File: src/rtl/nn_pkg.sv
// rtl/nn_pkg.sv - shared fixed-point constants, layer encodings, descriptor and stream FSM types
package nn_pkg;

    localparam int PARSIZE    = 16;
    localparam int DATSIZE    = 16;
    localparam int FPSHIFT    = 8;
    localparam int DESC_WADDR = 16;
    localparam int DESC_BADDR = 8;
    localparam int DESC_CNTW  = 8;

    typedef enum logic [2:0] {
        CONV1,
        CONV2,
        CONV3,
        DENSE1
    } layer_t;

    typedef struct packed {
        logic [DESC_WADDR-1:0] base_w;
        logic [DESC_BADDR-1:0] base_b;
        logic [DESC_CNTW-1:0]  n_out;
        logic [DESC_CNTW-1:0]  n_in;
    } layer_desc_t;

    typedef enum logic [1:0] {
        ST_IDLE,
        ST_ISSUE,
        ST_DRAIN,
        ST_FIN
    } stream_state_t;

endpackage

File: src/rtl/param_fifo.sv
// rtl/param_fifo.sv - synchronous FIFO with count/full/empty, head presented combinationally
module param_fifo #(
    parameter int WIDTH = 8,
    parameter int DEPTH = 4
) (
    input  logic                     clk,
    input  logic                     rst_n,
    input  logic                     push,
    input  logic [WIDTH-1:0]         din,
    input  logic                     pop,
    output logic [WIDTH-1:0]         dout,
    output logic [$clog2(DEPTH):0]   count,
    output logic                     full,
    output logic                     empty
);

    localparam int AW = $clog2(DEPTH);

    logic [WIDTH-1:0] mem [DEPTH];
    logic [AW-1:0]    wr_ptr_q;
    logic [AW-1:0]    rd_ptr_q;
    logic [AW:0]      count_q;
    logic             do_push;
    logic             do_pop;

    assign empty   = (count_q == '0);
    assign full    = (count_q == (AW+1)'(DEPTH));
    assign count   = count_q;
    assign dout    = mem[rd_ptr_q];
    assign do_pop  = pop && !empty;
    // A push into a full FIFO is legal only when the head leaves in the same cycle.
    assign do_push = push && (!full || do_pop);

    always_ff @(posedge clk) begin
        if (do_push) begin
            mem[wr_ptr_q] <= din;
        end
    end

    always_ff @(posedge clk or negedge rst_n) begin
        if (!rst_n) begin
            wr_ptr_q <= '0;
            rd_ptr_q <= '0;
            count_q  <= '0;
        end else begin
            if (do_push) begin
                wr_ptr_q <= wr_ptr_q + AW'(1);
            end
            if (do_pop) begin
                rd_ptr_q <= rd_ptr_q + AW'(1);
            end
            case ({do_push, do_pop})
                2'b10:   count_q <= count_q + (AW+1)'(1);
                2'b01:   count_q <= count_q - (AW+1)'(1);
                default: count_q <= count_q;
            endcase
        end
    end

endmodule

File: src/rtl/param_stream.sv
// rtl/param_stream.sv - walks the weight ROM for one layer and streams weight/bias beats
module param_stream #(
    parameter int PARSIZE    = 16,
    parameter int WORDS      = 9,
    parameter int WADDR      = 16,
    parameter int BADDR      = 8,
    parameter int CNTW       = 8,
    parameter int RD_LAT     = 1,
    parameter int FIFO_DEPTH = 4
) (
    input  logic                     clk,
    input  logic                     rst_n,
    input  logic                     start,
    input  logic [WADDR-1:0]         base_w,
    input  logic [BADDR-1:0]         base_b,
    input  logic [CNTW-1:0]          n_out,
    input  logic [CNTW-1:0]          n_in,
    output logic                     busy,
    output logic                     done,
    output logic                     w_en,
    output logic [WADDR-1:0]         w_addr,
    input  logic [WORDS*PARSIZE-1:0] w_data,
    output logic [BADDR-1:0]         b_addr,
    input  logic [PARSIZE-1:0]       b_data,
    output logic                     out_valid,
    input  logic                     out_ready,
    output logic [WORDS*PARSIZE-1:0] out_weights,
    output logic [PARSIZE-1:0]       out_bias,
    output logic                     out_first,
    output logic                     out_last_in,
    output logic                     out_last
);

    import nn_pkg::*;

    localparam int TAGW  = PARSIZE + 3;
    localparam int WW    = WORDS * PARSIZE;
    localparam int WIDTH = WW + TAGW;
    localparam int CW    = $clog2(FIFO_DEPTH) + 1;
    localparam int SUMW  = CW + 1;

    stream_state_t    state_q;
    stream_state_t    state_d;

    logic [WADDR-1:0] addr_q;
    logic [BADDR-1:0] bias_addr_q;
    logic [CNTW-1:0]  n_out_q;
    logic [CNTW-1:0]  n_in_q;
    logic [CNTW-1:0]  o_q;
    logic [CNTW-1:0]  i_q;
    logic [CW-1:0]    inflight_q;

    logic [RD_LAT-1:0] pipe_vld_q;
    logic [TAGW-1:0]   pipe_tag_q [RD_LAT];

    logic [CW-1:0]    fifo_count;
    logic             fifo_full;
    logic             fifo_empty;
    logic [WIDTH-1:0] fifo_din;
    logic [WIDTH-1:0] fifo_dout;

    logic credit;
    logic issue;
    logic push;
    logic pop;
    logic first_w;
    logic last_in;
    logic last_out;
    logic last_issue;
    logic drain_done;

    // Outstanding beats are those already in the FIFO plus reads still in the ROM pipeline.
    assign credit     = !fifo_full &&
                        (({1'b0, fifo_count} + {1'b0, inflight_q}) < SUMW'(FIFO_DEPTH));
    assign issue      = (state_q == ST_ISSUE) && credit;
    assign first_w    = (i_q == '0);
    assign last_in    = (i_q == n_in_q - CNTW'(1));
    assign last_out   = (o_q == n_out_q - CNTW'(1));
    assign last_issue = last_in && last_out;

    assign push       = pipe_vld_q[RD_LAT-1];
    assign fifo_din   = {w_data, pipe_tag_q[RD_LAT-1]};
    assign pop        = out_valid && out_ready;
    assign drain_done = (inflight_q == '0) &&
                        (fifo_empty || (pop && fifo_count == CW'(1)));

    assign busy   = (state_q != ST_IDLE);
    assign done   = (state_q == ST_FIN);
    assign w_en   = issue;
    assign w_addr = addr_q;
    assign b_addr = bias_addr_q;

    always_ff @(posedge clk or negedge rst_n) begin
        if (!rst_n) begin
            state_q <= ST_IDLE;
        end else begin
            state_q <= state_d;
        end
    end

    always_comb begin
        state_d = state_q;
        case (state_q)
            ST_IDLE: begin
                if (start) begin
                    state_d = ((n_out == '0) || (n_in == '0)) ? ST_FIN : ST_ISSUE;
                end
            end
            ST_ISSUE: begin
                if (issue && last_issue) begin
                    state_d = ST_DRAIN;
                end
            end
            ST_DRAIN: begin
                if (drain_done) begin
                    state_d = ST_FIN;
                end
            end
            ST_FIN: begin
                state_d = ST_IDLE;
            end
            default: begin
                state_d = ST_IDLE;
            end
        endcase
    end

    // Output-major walk is contiguous, so the weight address is a plain running increment.
    always_ff @(posedge clk or negedge rst_n) begin
        if (!rst_n) begin
            addr_q      <= '0;
            bias_addr_q <= '0;
            n_out_q     <= '0;
            n_in_q      <= '0;
            o_q         <= '0;
            i_q         <= '0;
        end else if ((state_q == ST_IDLE) && start) begin
            addr_q      <= base_w;
            bias_addr_q <= base_b;
            n_out_q     <= n_out;
            n_in_q      <= n_in;
            o_q         <= '0;
            i_q         <= '0;
        end else if (issue) begin
            addr_q <= addr_q + WADDR'(1);
            if (last_in) begin
                i_q         <= '0;
                o_q         <= o_q + CNTW'(1);
                bias_addr_q <= bias_addr_q + BADDR'(1);
            end else begin
                i_q <= i_q + CNTW'(1);
            end
        end
    end

    always_ff @(posedge clk or negedge rst_n) begin
        if (!rst_n) begin
            inflight_q <= '0;
        end else begin
            case ({issue, push})
                2'b10:   inflight_q <= inflight_q + CW'(1);
                2'b01:   inflight_q <= inflight_q - CW'(1);
                default: inflight_q <= inflight_q;
            endcase
        end
    end

    // Tag travels beside the read so bias and flags meet their weight word at the FIFO.
    always_ff @(posedge clk or negedge rst_n) begin
        if (!rst_n) begin
            pipe_vld_q <= '0;
            for (int k = 0; k < RD_LAT; k++) begin
                pipe_tag_q[k] <= '0;
            end
        end else begin
            pipe_vld_q[0] <= issue;
            pipe_tag_q[0] <= {b_data, first_w, last_in, last_issue};
            for (int k = 1; k < RD_LAT; k++) begin
                pipe_vld_q[k] <= pipe_vld_q[k-1];
                pipe_tag_q[k] <= pipe_tag_q[k-1];
            end
        end
    end

    param_fifo #(
        .WIDTH (WIDTH),
        .DEPTH (FIFO_DEPTH)
    ) u_fifo (
        .clk   (clk),
        .rst_n (rst_n),
        .push  (push),
        .din   (fifo_din),
        .pop   (pop),
        .dout  (fifo_dout),
        .count (fifo_count),
        .full  (fifo_full),
        .empty (fifo_empty)
    );

    always_comb begin
        out_valid   = !fifo_empty;
        out_weights = '0;
        out_bias    = '0;
        out_first   = 1'b0;
        out_last_in = 1'b0;
        out_last    = 1'b0;
        if (!fifo_empty) begin
            out_weights = fifo_dout[WIDTH-1 -: WW];
            out_bias    = fifo_dout[TAGW-1 -: PARSIZE];
            out_first   = fifo_dout[2];
            out_last_in = fifo_dout[1];
            out_last    = fifo_dout[0];
        end
    end

endmodule

File: config.mk
export PLATFORM = sky130hd
export DESIGN_NAME = param_stream
export DESIGN_NICKNAME = d
export VERILOG_FILES = /design/src/rtl/nn_pkg.sv /design/src/rtl/param_fifo.sv /design/src/rtl/param_stream.sv
export SDC_FILE = /design/constraint.sdc
export NUM_CORES = 1
export LEC_CHECK = 0
export ABC_CLOCK_PERIOD_IN_PS = 13800
export CAP_MARGIN = 20
export CORE_MARGIN = 2
export CORE_UTILIZATION = 59
export DETAILED_ROUTE_END_ITERATION = 7
export GPL_ROUTABILITY_DRIVEN = 0
export GPL_TIMING_DRIVEN = 0
export PLACE_DENSITY = 0.93
export REMOVE_ABC_BUFFERS = 1
export SLEW_MARGIN = 20
export SYNTH_ARGS = -nofsm -noshare
export SYNTH_HDL_FRONTEND = slang
export SYNTH_SLANG_ARGS = --single-unit
File: constraint.sdc
create_clock -name clk -period 13.8 [get_ports clk]
set_clock_uncertainty 0.2 [all_clocks]
set_input_delay 2.76 -clock clk [delete_from_list [all_inputs] [get_ports clk]]
set_output_delay 2.76 -clock clk [all_outputs]
set_load 0.05 [all_outputs]
==> flow_summary_export.csv, run 1 <==
group,metric,value,unit
status,status,"finished clean",
setup_path,crit_top_cell,"buf_16",
clock_tree,clock_sinks,740,
final_layout,nNetsFinal,2167,
setup_path,slowest_stage,"clkdlybuf4s50_1",
final_layout,multi_input_area,0.00695,mm2
power,ir_drop,178,uV
detailed_routing,routedWlPerCell,27.2,um
floorplan,die_y,226,um
power,power_frac_seq,0.326,
clock_tree,cts_buffer_depth,3,
detailed_routing,routed_via_density,6.07,
yosys,ys_types,53,
timing,rsz0062_at_grt,"false",
setup_path,cp.required,10.84,ns
global_routing,grt_pass1_wl,106000,um
floorplan,dieArea,0.0511,mm2
hold_path,hp-class,"reg -> reg",
timing,drv_slew,0,
clock_tree,cts_tree,"built",
detailed_routing,drc,0,
global_routing,grt_pass1_vias,16700,
final_layout,finish.utilization,0.750,
global_routing,antenna_found_initial,22,
detailed_routing,ant_nets,0,
global_routing,grt_usage,0.286,
power,p_sw,3.64,mW
setup_path,critical-path-top-delay-family,"buffers and inverters",
detailed_routing,first_pass_iters,5,
setup_path,crit_buf_inv,4,
setup_path,worstPathArrival,3.84,ns
setup_path,cp_cell_sequence,"buf_12, buf_16, buf_16, mux4_2, and2_1, clkdlybuf4s50_1",
placement,portBuffers,394,
hold_path,hold_depth,0,
yosys,avgSynthCellArea,19.2,um2
detailed_routing,num_vias,16200,
timing,min_period,6.80,ns
placement,dpl_cell_area,0.0342,mm2
yosys,synthArstFlopShare,0.119,
floorplan,die_w,226,um
yosys,synth_area,0.0291,mm2
clock_tree,path_clk_slew,0.06,ns
timing,max_slew_margin,0.339,
power,power_frac_comb,0.460,
setup_path,max_stage_delay,0.77,ns
job,maxCapViolCount,0,
yosys,yosys_warnings,0,
clock_tree,htree_num_levels,3,
setup_path,worstPathMaxFanout,35,
setup_path,critPathKind,"reg -> out",
yosys,synth_cells,1512,
final_layout,stdcell_area,0.0366,mm2
clock_tree,clk_latency,0.61,ns
power,clock_power_share,0.214,
timing,hold_viol,0,
global_routing,grt_max_degree,68,
clock_tree,post_cts_buffers,0,
floorplan,rows,81,
setup_path,cp-start-kind,"register",
floorplan,start_util,0.596,
timing,max_freq,0.147,GHz
setup_path,r2r_cells,7,
floorplan,ios,395,
power,p_leak,12.3,nW
yosys,synth_top_area_share,0.674,
timing,worstMarginPinSlew,0.986,ns
timing,period_share,0.493,
detailed_routing,wirelength,72900,um
setup_path,cp-end-kind,"primary output",
power,switching_share,0.404,
yosys,post-synth-top-count-cell,"edfxtp_1",
final_layout,drive_above_1_share,0.154,
power,finalPower,9.01,mW
clock_tree,cts_made_buffers,75,
placement,dp_hpwl,42500,um
setup_path,crit_cells,6,
clock_tree,cts_hold_buf,0,
yosys,synthTopCellsByArea,"edfxtp_1 (67%), mux4_2 (13%), dfrtp_1 (7.6%), and2_1 (3.6%), nand2_1 (1.1%)",
yosys,seq_area_frac_synth,0.749,
clock_tree,post_cts_resized,0,
yosys,synth_edf_count,652,
yosys,synthFlopType,"edfxtp_1",
clock_tree,cts-root-buf,"clkbuf_16",
final_layout,ff_latch_area,0.0218,mm2
timing,finalSetupViolCount,0,
power,intPower,5.37,mW
yosys,yosysTopAreaCell,"edfxtp_1",
final_layout,n_fill_cell,2526,
yosys,ys_ff_latch,740,
floorplan,core-area,0.0487,mm2
final_layout,area.growth.synth_to_final,25.9,%
detailed_routing,drtIter0Drc,1468,
global_routing,overflow,0,
yosys,synth.top_cells.by_count,"edfxtp_1 (652), and2_1 (169), mux4_2 (163)",
power,cellPowerDensity,246,mW/mm2
cell usage in the layout, fill, tap and decap left out, types with 4 or more instances in the layout:
| master | n |
|---|---|
| a21oi_1 | 9 |
| a31oi_1 | 9 |
| and2_1 | 164 |
| and2_4 | 4 |
| and3_1 | 10 |
| buf_12 | 10 |
| buf_16 | 16 |
| clkbuf_1 | 22 |
| clkbuf_16 | 76 |
| clkbuf_8 | 5 |
| clkdlybuf4s50_1 | 393 |
| clkinv_1 | 14 |
| clkinv_2 | 10 |
| dfrtp_1 | 86 |
| diode_2 | 11 |
| edfxtp_1 | 652 |
| ha_1 | 24 |
| inv_1 | 22 |
| mux2i_1 | 4 |
| mux4_2 | 163 |
| nand2_1 | 89 |
| nand2b_1 | 6 |
| nand3_1 | 18 |
| nand4_1 | 11 |
| nor2_1 | 19 |
| nor4_1 | 8 |
| o21a_1 | 4 |
| o21ai_0 | 25 |
| o21ai_1 | 12 |
| or3_1 | 6 |
| or4_1 | 6 |
| xnor2_1 | 23 |
| xor2_1 | 25 |
flip-flops by register name (all words and copies together) (netlist names):
register         count
u_fifo.mem         652
pipe_tag_q          19
w_addr              16
b_addr               8
i_q                  8
n_in_q               8
n_out_q              8
o_q                  8
inflight_q           3
u_fifo.count         3
state_q              2
u_fifo.rd_ptr_q      2
u_fifo.wr_ptr_q      2
pipe_vld_q           1
final cells by class:
cell class / instances / share of cell area
flip-flops and latches: 740 / 0.596
multi-input cells: 679 / 0.190
repair buffers: 420 / 0.125
clock buffers: 103 / 0.0561
well taps: 664 / 0.0227
clock inverters: 35 / 0.00711
inverters: 22 / 0.00226
diodes: 11 / 0.000752
power groups by stage:
| stage | Combinational [mW] | Sequential [mW] | Clock (mW) |
|---|---|---|---|
| after floorplan | 2.64 | 3.20 | 0 |
| after global placement | 4.07 | 3.22 | 0 |
| after detailed placement | 4.09 | 2.97 | 0 |
| after CTS | 4.16 | 2.94 | 1.96 |
| after global routing | 4.31 | 2.96 | 2.03 |
| final | 4.15 | 2.94 | 1.93 |
through the flow:
stage	setup slack, ns	setup TNS [ns]	cells	hold slack (ns)
after detailed placement	7.63	0	2525	0.276
after global placement	-0.0758	-0.211	2499	0.263
after floorplan	3.51	0	1441	0.255
final	7.00	0	2674	0.290
after global routing	6.82	0	2671	0.298
after CTS	6.91	0	2663	0.289
metal layers:
layer	global-route usage	share of wire	vias up
met5	0	0.0020	-
met4	0.119	0.036	22
met3	0.0876	0.094	183
met2	0.491	0.52	865
met1	0.336	0.35	8358
li1	-	-	6809
kinds of logic after synthesis:
kind of cell | Yosys count | synth area share
AO/OA/AOI/OAI | 75 | 0.0156
adder cells (fa/ha/maj) | 25 | 0.0110
buffers and inverters | 93 | 0.0121
XOR/XNOR | 48 | 0.0145
AND/OR/NAND/NOR | 363 | 0.0694
flip-flops | 740 | 0.749
multiplexers | 168 | 0.128
path summary, 6_finish.rpt:
| path | start | to | slack, ns |
|---|---|---|---|
| worst min register to register | pipe_tag_q[4]$_DFF_PN0_ | u_fifo.mem[2][4]$_DFFE_PP_ | 0.29 |
| worst max-delay path | u_fifo.rd_ptr_q[0]$_DFFE_PN0P_ | out_weights[1] | 7.00 |
| worst max register to register | u_fifo.count[2]$_DFFE_PN0P_ | b_addr[6]$_DFFE_PN0P_ | 10.05 |
| min in group asynchronous | rst_n | n_out_q[2]$_DFFE_PN0P_ | 1.82 |
| max in group asynchronous | rst_n | u_fifo.rd_ptr_q[1]$_DFFE_PN0P_ | 10.95 |
| worst min-delay path | pipe_tag_q[4]$_DFF_PN0_ | u_fifo.mem[2][4]$_DFFE_PP_ | 0.29 |
No activity file was read; power rests on OpenSTA's default activity.
==> inputs of run 2 (changes only) <==
- ABC_CLOCK_PERIOD_IN_PS: 13800 -> 6000
- CORE_UTILIZATION: 59 -> 50
- PLACE_DENSITY: 0.93 -> 0.85
- clock period: 13.8 -> 6 ns (I/O delays scaled with it)
==> run 2 against run 1 <==
Core utilization fell by 11 points. Hold slack got worse by 0.039 ns. Combinational power rose by 130%. Critical path depth did not move. Die area rose by 18%. Cell area rose by 0.52%. Sequential power rose by 130%. Critical path type unchanged. Critical endpoint is now out_weights[110]. Largest cell class unchanged. Largest power group unchanged.
==> flow_summary_export.csv, run 2 (synthesis results as in run 1) <==
group,metric,value,unit
status,status,"finished clean",
detailed_routing,drc,0,
setup_path,crit_buf_inv,4,
clock_tree,clock_sinks,740,
final_layout,regMostFlops,"u_fifo.mem",
clock_tree,cts_hold_buf,0,
hold_path,hp-class,"in -> async",
timing,setup_slack,0.875,ns
setup_path,critical-path-top-delay-family,"buffers and inverters",
timing,max_freq,0.195,GHz
final_layout,area.growth.synth_to_final,26.5,%
placement,portBuffers,394,
clock_tree,cts_buffer_depth,3,
final_layout,layout_common_cells,"edfxtp_1 (652), clkdlybuf4s50_1 (393), and2_1 (164), mux4_2 (163), nand2_1 (89)",
setup_path,cp-start-kind,"register",
clock_tree,cts_made_buffers,75,
placement,dp_hpwl,39400,um
timing,max_slew_margin,0.345,
setup_path,slowest_stage,"clkdlybuf4s50_1",
final_layout,n_fill_cell,3754,
clock_tree,htree_num_levels,3,
clock_tree,clk_latency,0.59,ns
power,ir_drop,490,uV
timing,hold_viol,0,
setup_path,worstPathMaxFanout,34,
timing,drv_slew,0,
global_routing,antenna_found_initial,12,
clock_tree,post_cts_buffers,0,
global_routing,grt_pass1_wl,95900,um
setup_path,critPathKind,"reg -> out",
timing,rsz0062_at_grt,"false",
timing,period_share,0.854,
floorplan,dieArea,0.0601,mm2
clock_tree,cts_tree,"built",
power,cellPowerDensity,557,mW/mm2
floorplan,core-area,0.0576,mm2
timing,finalSetupViolCount,0,
global_routing,overflow,0,
detailed_routing,routed_via_density,5.60,
final_layout,nNetsFinal,2169,
final_layout,final_common_cell,"edfxtp_1",
detailed_routing,drtIter0Drc,1019,
detailed_routing,first_pass_iters,5,
final_layout,final_cell_count_no_fill,2764,
setup_path,cp-end-kind,"primary output",
placement,dp_slack,1.40,ns
clock_tree,path_clk_slew,0.06,ns
timing,setup_tns,0,ns
global_routing,grt_max_degree,69,
floorplan,die_y,245,um
final_layout,drive_above_1_share,0.155,
clock_tree,post_cts_resized,0,
setup_path,crit_top_cell,"buf_16",
floorplan,ios,395,
job,maxCapViolCount,0,
setup_path,cp_cell_sequence,"buf_16, buf_16, buf_16, mux4_2, and2_1, clkdlybuf4s50_1",
power,finalPower,20.5,mW
final_layout,largest_reg_flops,652,
final_layout,finish.utilization,0.639,
detailed_routing,num_vias,15500,
detailed_routing,ant_nets,0,
setup_path,worstPathArrival,3.72,ns
timing,worstMarginPinSlew,0.976,ns
floorplan,rows,88,
setup_path,max_stage_delay,0.73,ns
timing,min_period,5.12,ns
global_routing,grt_usage,0.211,
floorplan,start_util,0.505,
floorplan,die_w,245,um
placement,place_inst,2628,
clock_tree,cts-root-buf,"clkbuf_16",
power,p_leak,12.3,nW
global_routing,grt_pass1_vias,16200,
detailed_routing,routedWlPerCell,22.9,um
setup_path,cp.required,4.60,ns
detailed_routing,wirelength,63200,um
[run 2: layout make-up]
class | instances | area, um2 | area share
sequential | 740 | 21800 | 0.593
antenna | 7 | 17.5 | 0.000476
inverter | 22 | 82.6 | 0.00225
multi-input combinational | 679 | 6950 | 0.189
timing repair buffer | 422 | 4640 | 0.126
clock buffer | 89 | 1960 | 0.0533
tap | 765 | 957 | 0.0260
clock inverter | 40 | 373 | 0.0101
[run 2: path summary, 6_finish.rpt]
kind	from	to	slack, ns	depth (start not counted)
hold / removal	rst_n	n_in_q[0]$_DFFE_PN0P_	0.25	1
hold reg to reg	pipe_tag_q[15]$_DFF_PN0_	u_fifo.mem[1][15]$_DFFE_PP_	0.29	0
setup / recovery	u_fifo.rd_ptr_q[0]$_DFFE_PN0P_	out_weights[110]	0.88	6
max in group asynchronous	rst_n	u_fifo.rd_ptr_q[0]$_DFFE_PN0P_	4.70	2
min in group clk	pipe_tag_q[15]$_DFF_PN0_	u_fifo.mem[1][15]$_DFFE_PP_	0.29	0
setup reg to reg	u_fifo.count[2]$_DFFE_PN0P_	o_q[4]$_DFFE_PN0P_	2.25	7
[run 2: report_power, final]
part | switching, mW | internal [mW] | total (mW)
clock network | 1.87 | 2.52 | 4.38
logic | 5.77 | 3.59 | 9.35
registers | 0.445 | 6.28 | 6.73
total | 8.08 | 12.4 | 20.5
[run 2: per-layer routing]
metal  global-route usage  vias to the layer above  part of all wire
met1                0.263                     7978              0.38
met4               0.0678                       12             0.024
met3               0.0605                      112             0.089
met2                0.356                      585              0.51
met5                    0                        -            0.0013
li1                     -                     6803                 -
[run 2: stage by stage]
| step | area [um2] | hold WS (ns) |
|---|---|---|
| floorplan | 28800 | 0.255 |
| CTS | 36800 | 0.216 |
| detailed placement | 34400 | 0.274 |
| global placement | 33700 | 0.261 |
| global route | 36800 | 0.231 |
| finish | 36800 | 0.251 |
[run 2: worst register-to-register path, cell delays in order (launching register included)]
cell	delay [ns]
dfrtp_1	0.45
ha_1	0.30
nor4b_1	0.33
nand3_1	0.46
inv_1	0.59
nand3_2	0.52
or4_1	0.65
a21oi_1	0.19
==> inputs of run 3 (changes only) <==
--- a/config.mk
+++ b/config.mk
@@ -9,4 +9,6 @@
 export CAP_MARGIN = 20
+export CELL_PAD_IN_SITES_DETAIL_PLACEMENT = 0
+export CELL_PAD_IN_SITES_GLOBAL_PLACEMENT = 1
 export CORE_MARGIN = 2
-export CORE_UTILIZATION = 50
+export CORE_UTILIZATION = 42
 export DETAILED_ROUTE_END_ITERATION = 7
@@ -14,3 +16,3 @@
 export GPL_TIMING_DRIVEN = 0
-export PLACE_DENSITY = 0.85
+export PLACE_DENSITY = 0.83
 export REMOVE_ABC_BUFFERS = 1
==> constraint.sdc (replaced) <==
create_clock -name clk -period 6 [get_ports clk]
set_clock_uncertainty 0.2 [all_clocks]
set_input_delay 1.8 -clock clk [delete_from_list [all_inputs] [get_ports clk]]
set_output_delay 1.8 -clock clk [all_outputs]
set_load 0.05 [all_outputs]
==> run 3 against run 2 <==
Maximum frequency shrank 10%. Sequential share of layout area shrank 0.63 points. Largest power group unchanged. Global-route usage shrank 3.4 points. Clock-buffer cell count grew 1. Via count shrank 0.92%.
==> flow_summary_export.csv, run 3 (synthesis results as in run 1) <==
group,metric,value,unit
final_layout,area.growth.synth_to_final,27.9,%
global_routing,gr-usage-met1,0.224,
setup_path,cp-start-kind,"register",
floorplan,rows,96,
timing,worstMarginPinSlew,0.952,ns
timing,max_freq,0.175,GHz
detailed_routing,ant_nets,0,
timing,hold_viol,0,
detailed_routing,num_vias,15300,
power,p_leak,12.4,nW
clock_tree,cts_made_buffers,77,
power,cellPowerDensity,556,mW/mm2
hold_path,hold_depth,0,
detailed_routing,first_pass_iters,4,
setup_path,critPathKind,"reg -> out",
global_routing,grt_usage,0.177,
power,switching_share,0.394,
global_routing,grt_pass1_vias,16000,
timing,finalSetupViolCount,0,
timing,drv_slew,0,
timing,setup_slack,0.282,ns
placement,dp_hpwl,40800,um
setup_path,slowest_stage,"clkdlybuf4s50_1",
setup_path,cp-end-kind,"primary output",
floorplan,core-area,0.0686,mm2
timing,rsz0062_at_grt,"false",
global_routing,antenna_found_initial,10,
floorplan,start_util,0.424,
power,power_frac_comb,0.454,
global_routing,groute.layer.met2.usage,0.295,
job,maxCapViolCount,0,
global_routing,busiest_layer,"met2",
setup_path,r2r_cells,7,
clock_tree,clk_latency,0.61,ns
setup_path,max_stage_delay,0.91,ns
setup_path,critical-path-top-delay-family,"buffers and inverters",
clock_tree,htree_num_levels,3,
global_routing,met3_usage,0.0539,
floorplan,dieArea,0.0713,mm2
clock_tree,cts_buffer_depth,3,
final_layout,regMostFlops,"u_fifo.mem",
placement,dp_slack,0.930,ns
power,clock_power_share,0.224,
global_routing,grt_max_degree,63,
clock_tree,post_cts_buffers,0,
floorplan,die_y,267,um
global_routing,grt_pass1_wl,95800,um
final_layout,layout_common_cells,"edfxtp_1 (652), clkdlybuf4s50_1 (393), and2_1 (164), mux4_2 (163), nand2_1 (89)",
power,intPower,12.5,mW
timing,period_share,0.953,
floorplan,ios,395,
final_layout,final_cell_count_no_fill,2937,
clock_tree,cts-root-buf,"clkbuf_16",
setup_path,crit_buf_inv,2,
final_layout,nNetsFinal,2173,
timing,whs,0.279,ns
power,ir_drop,343,uV
detailed_routing,drtIter0Drc,1085,
detailed_routing,wirelength,63700,um
power,finalPower,20.7,mW
status,status,"finished clean",
floorplan,die_w,267,um
setup_path,crit_cells,5,
detailed_routing,drc,0,
hold_path,hp-class,"reg -> reg",
power,power_frac_seq,0.322,
setup_path,cp_cell_sequence,"ha_1, nor4b_1, nand3_1, inv_1, clkdlybuf4s50_1",
final_layout,largest_reg_flops,652,
clock_tree,path_clk_slew,0.06,ns
power,p_sw,8.15,mW
clock_tree,cts_hold_buf,0,
clock_tree,clock_sinks,740,
setup_path,worstPathMaxFanout,14,
setup_path,cp.required,4.00,ns
detailed_routing,routed_via_density,5.23,
placement,place_inst,2796,
global_routing,overflow,0,
placement,portBuffers,394,
final_layout,drive_above_1_share,0.161,
timing,min_period,5.72,ns
timing,max_slew_margin,0.362,
timing,setup_tns,0,ns
detailed_routing,routedWlPerCell,21.7,um
final_layout,final_common_cell,"edfxtp_1",
clock_tree,cts_tree,"built",
clock_tree,post_cts_resized,0,
setup_path,worstPathArrival,3.72,ns
run 3: cell count changes in the layout (fill, tap and decap cells not counted):
cell / before / now
clkinv_2: 12 / 15
clkinv_1: 16 / 15
diode_2: 7 / 1
inv_6: 1 / 2
inv_16: 0 / 2
buf_16: 18 / 21
clkinv_8: 3 / 2
clkinvlp_4: 2 / 6
buf_12: 10 / 9
clkinv_4: 0 / 1
bufinv_16: 4 / 5
clkbuf_16: 76 / 77
run 3: worst paths after layout:
kind / startpoint / endpoint / slack (ns)
max: u_fifo.count[2]$_DFFE_PN0P_ / w_en / 0.28
max reg2reg: u_fifo.count[2]$_DFFE_PN0P_ / b_addr[6]$_DFFE_PN0P_ / 2.20
min in group asynchronous: rst_n / pipe_tag_q[5]$_DFF_PN0_ / 0.89
min reg2reg: pipe_tag_q[4]$_DFF_PN0_ / u_fifo.mem[0][4]$_DFFE_PP_ / 0.28
max in group asynchronous: rst_n / u_fifo.rd_ptr_q[1]$_DFFE_PN0P_ / 4.05
min: pipe_tag_q[4]$_DFF_PN0_ / u_fifo.mem[0][4]$_DFFE_PP_ / 0.28
run 3: power groups by stage:
| stage | Clock, mW | Sequential, mW | Combinational, mW |
|---|---|---|---|
| 2_1_floorplan | 0 | 7.35 | 6.08 |
| 3_3_place_gp | 0 | 7.30 | 8.42 |
| 3_5_place_dp | 0 | 6.77 | 9.47 |
| 4_1_cts | 4.74 | 6.67 | 9.51 |
| 5_1_grt | 4.93 | 6.73 | 9.87 |
| 6_report | 4.63 | 6.66 | 9.38 |
run 3: routing by layer:
metal,part of all wire,wire (um)
met5,0.0016,103
met4,0.023,1450
met3,0.079,5060
met2,0.49,31400
met1,0.40,25700
run 3: layout make-up:
class	instances	area (um2)
multi-input combinational	679	6950
antenna	1	2.50
fill	5232	31400
tap	931	1160
clock inverter	50	485
sequential	740	21800
clock buffer	90	1990
timing repair buffer	424	4700
inverter	22	82.6
run 3: through the flow:
step,util,cell area (um2)
2_1_floorplan,-,28800
3_3_place_gp,0.494,33900
3_5_place_dp,0.506,34700
4_1_cts,0.542,37200
5_1_grt,0.542,37200
6_report,0.542,37200
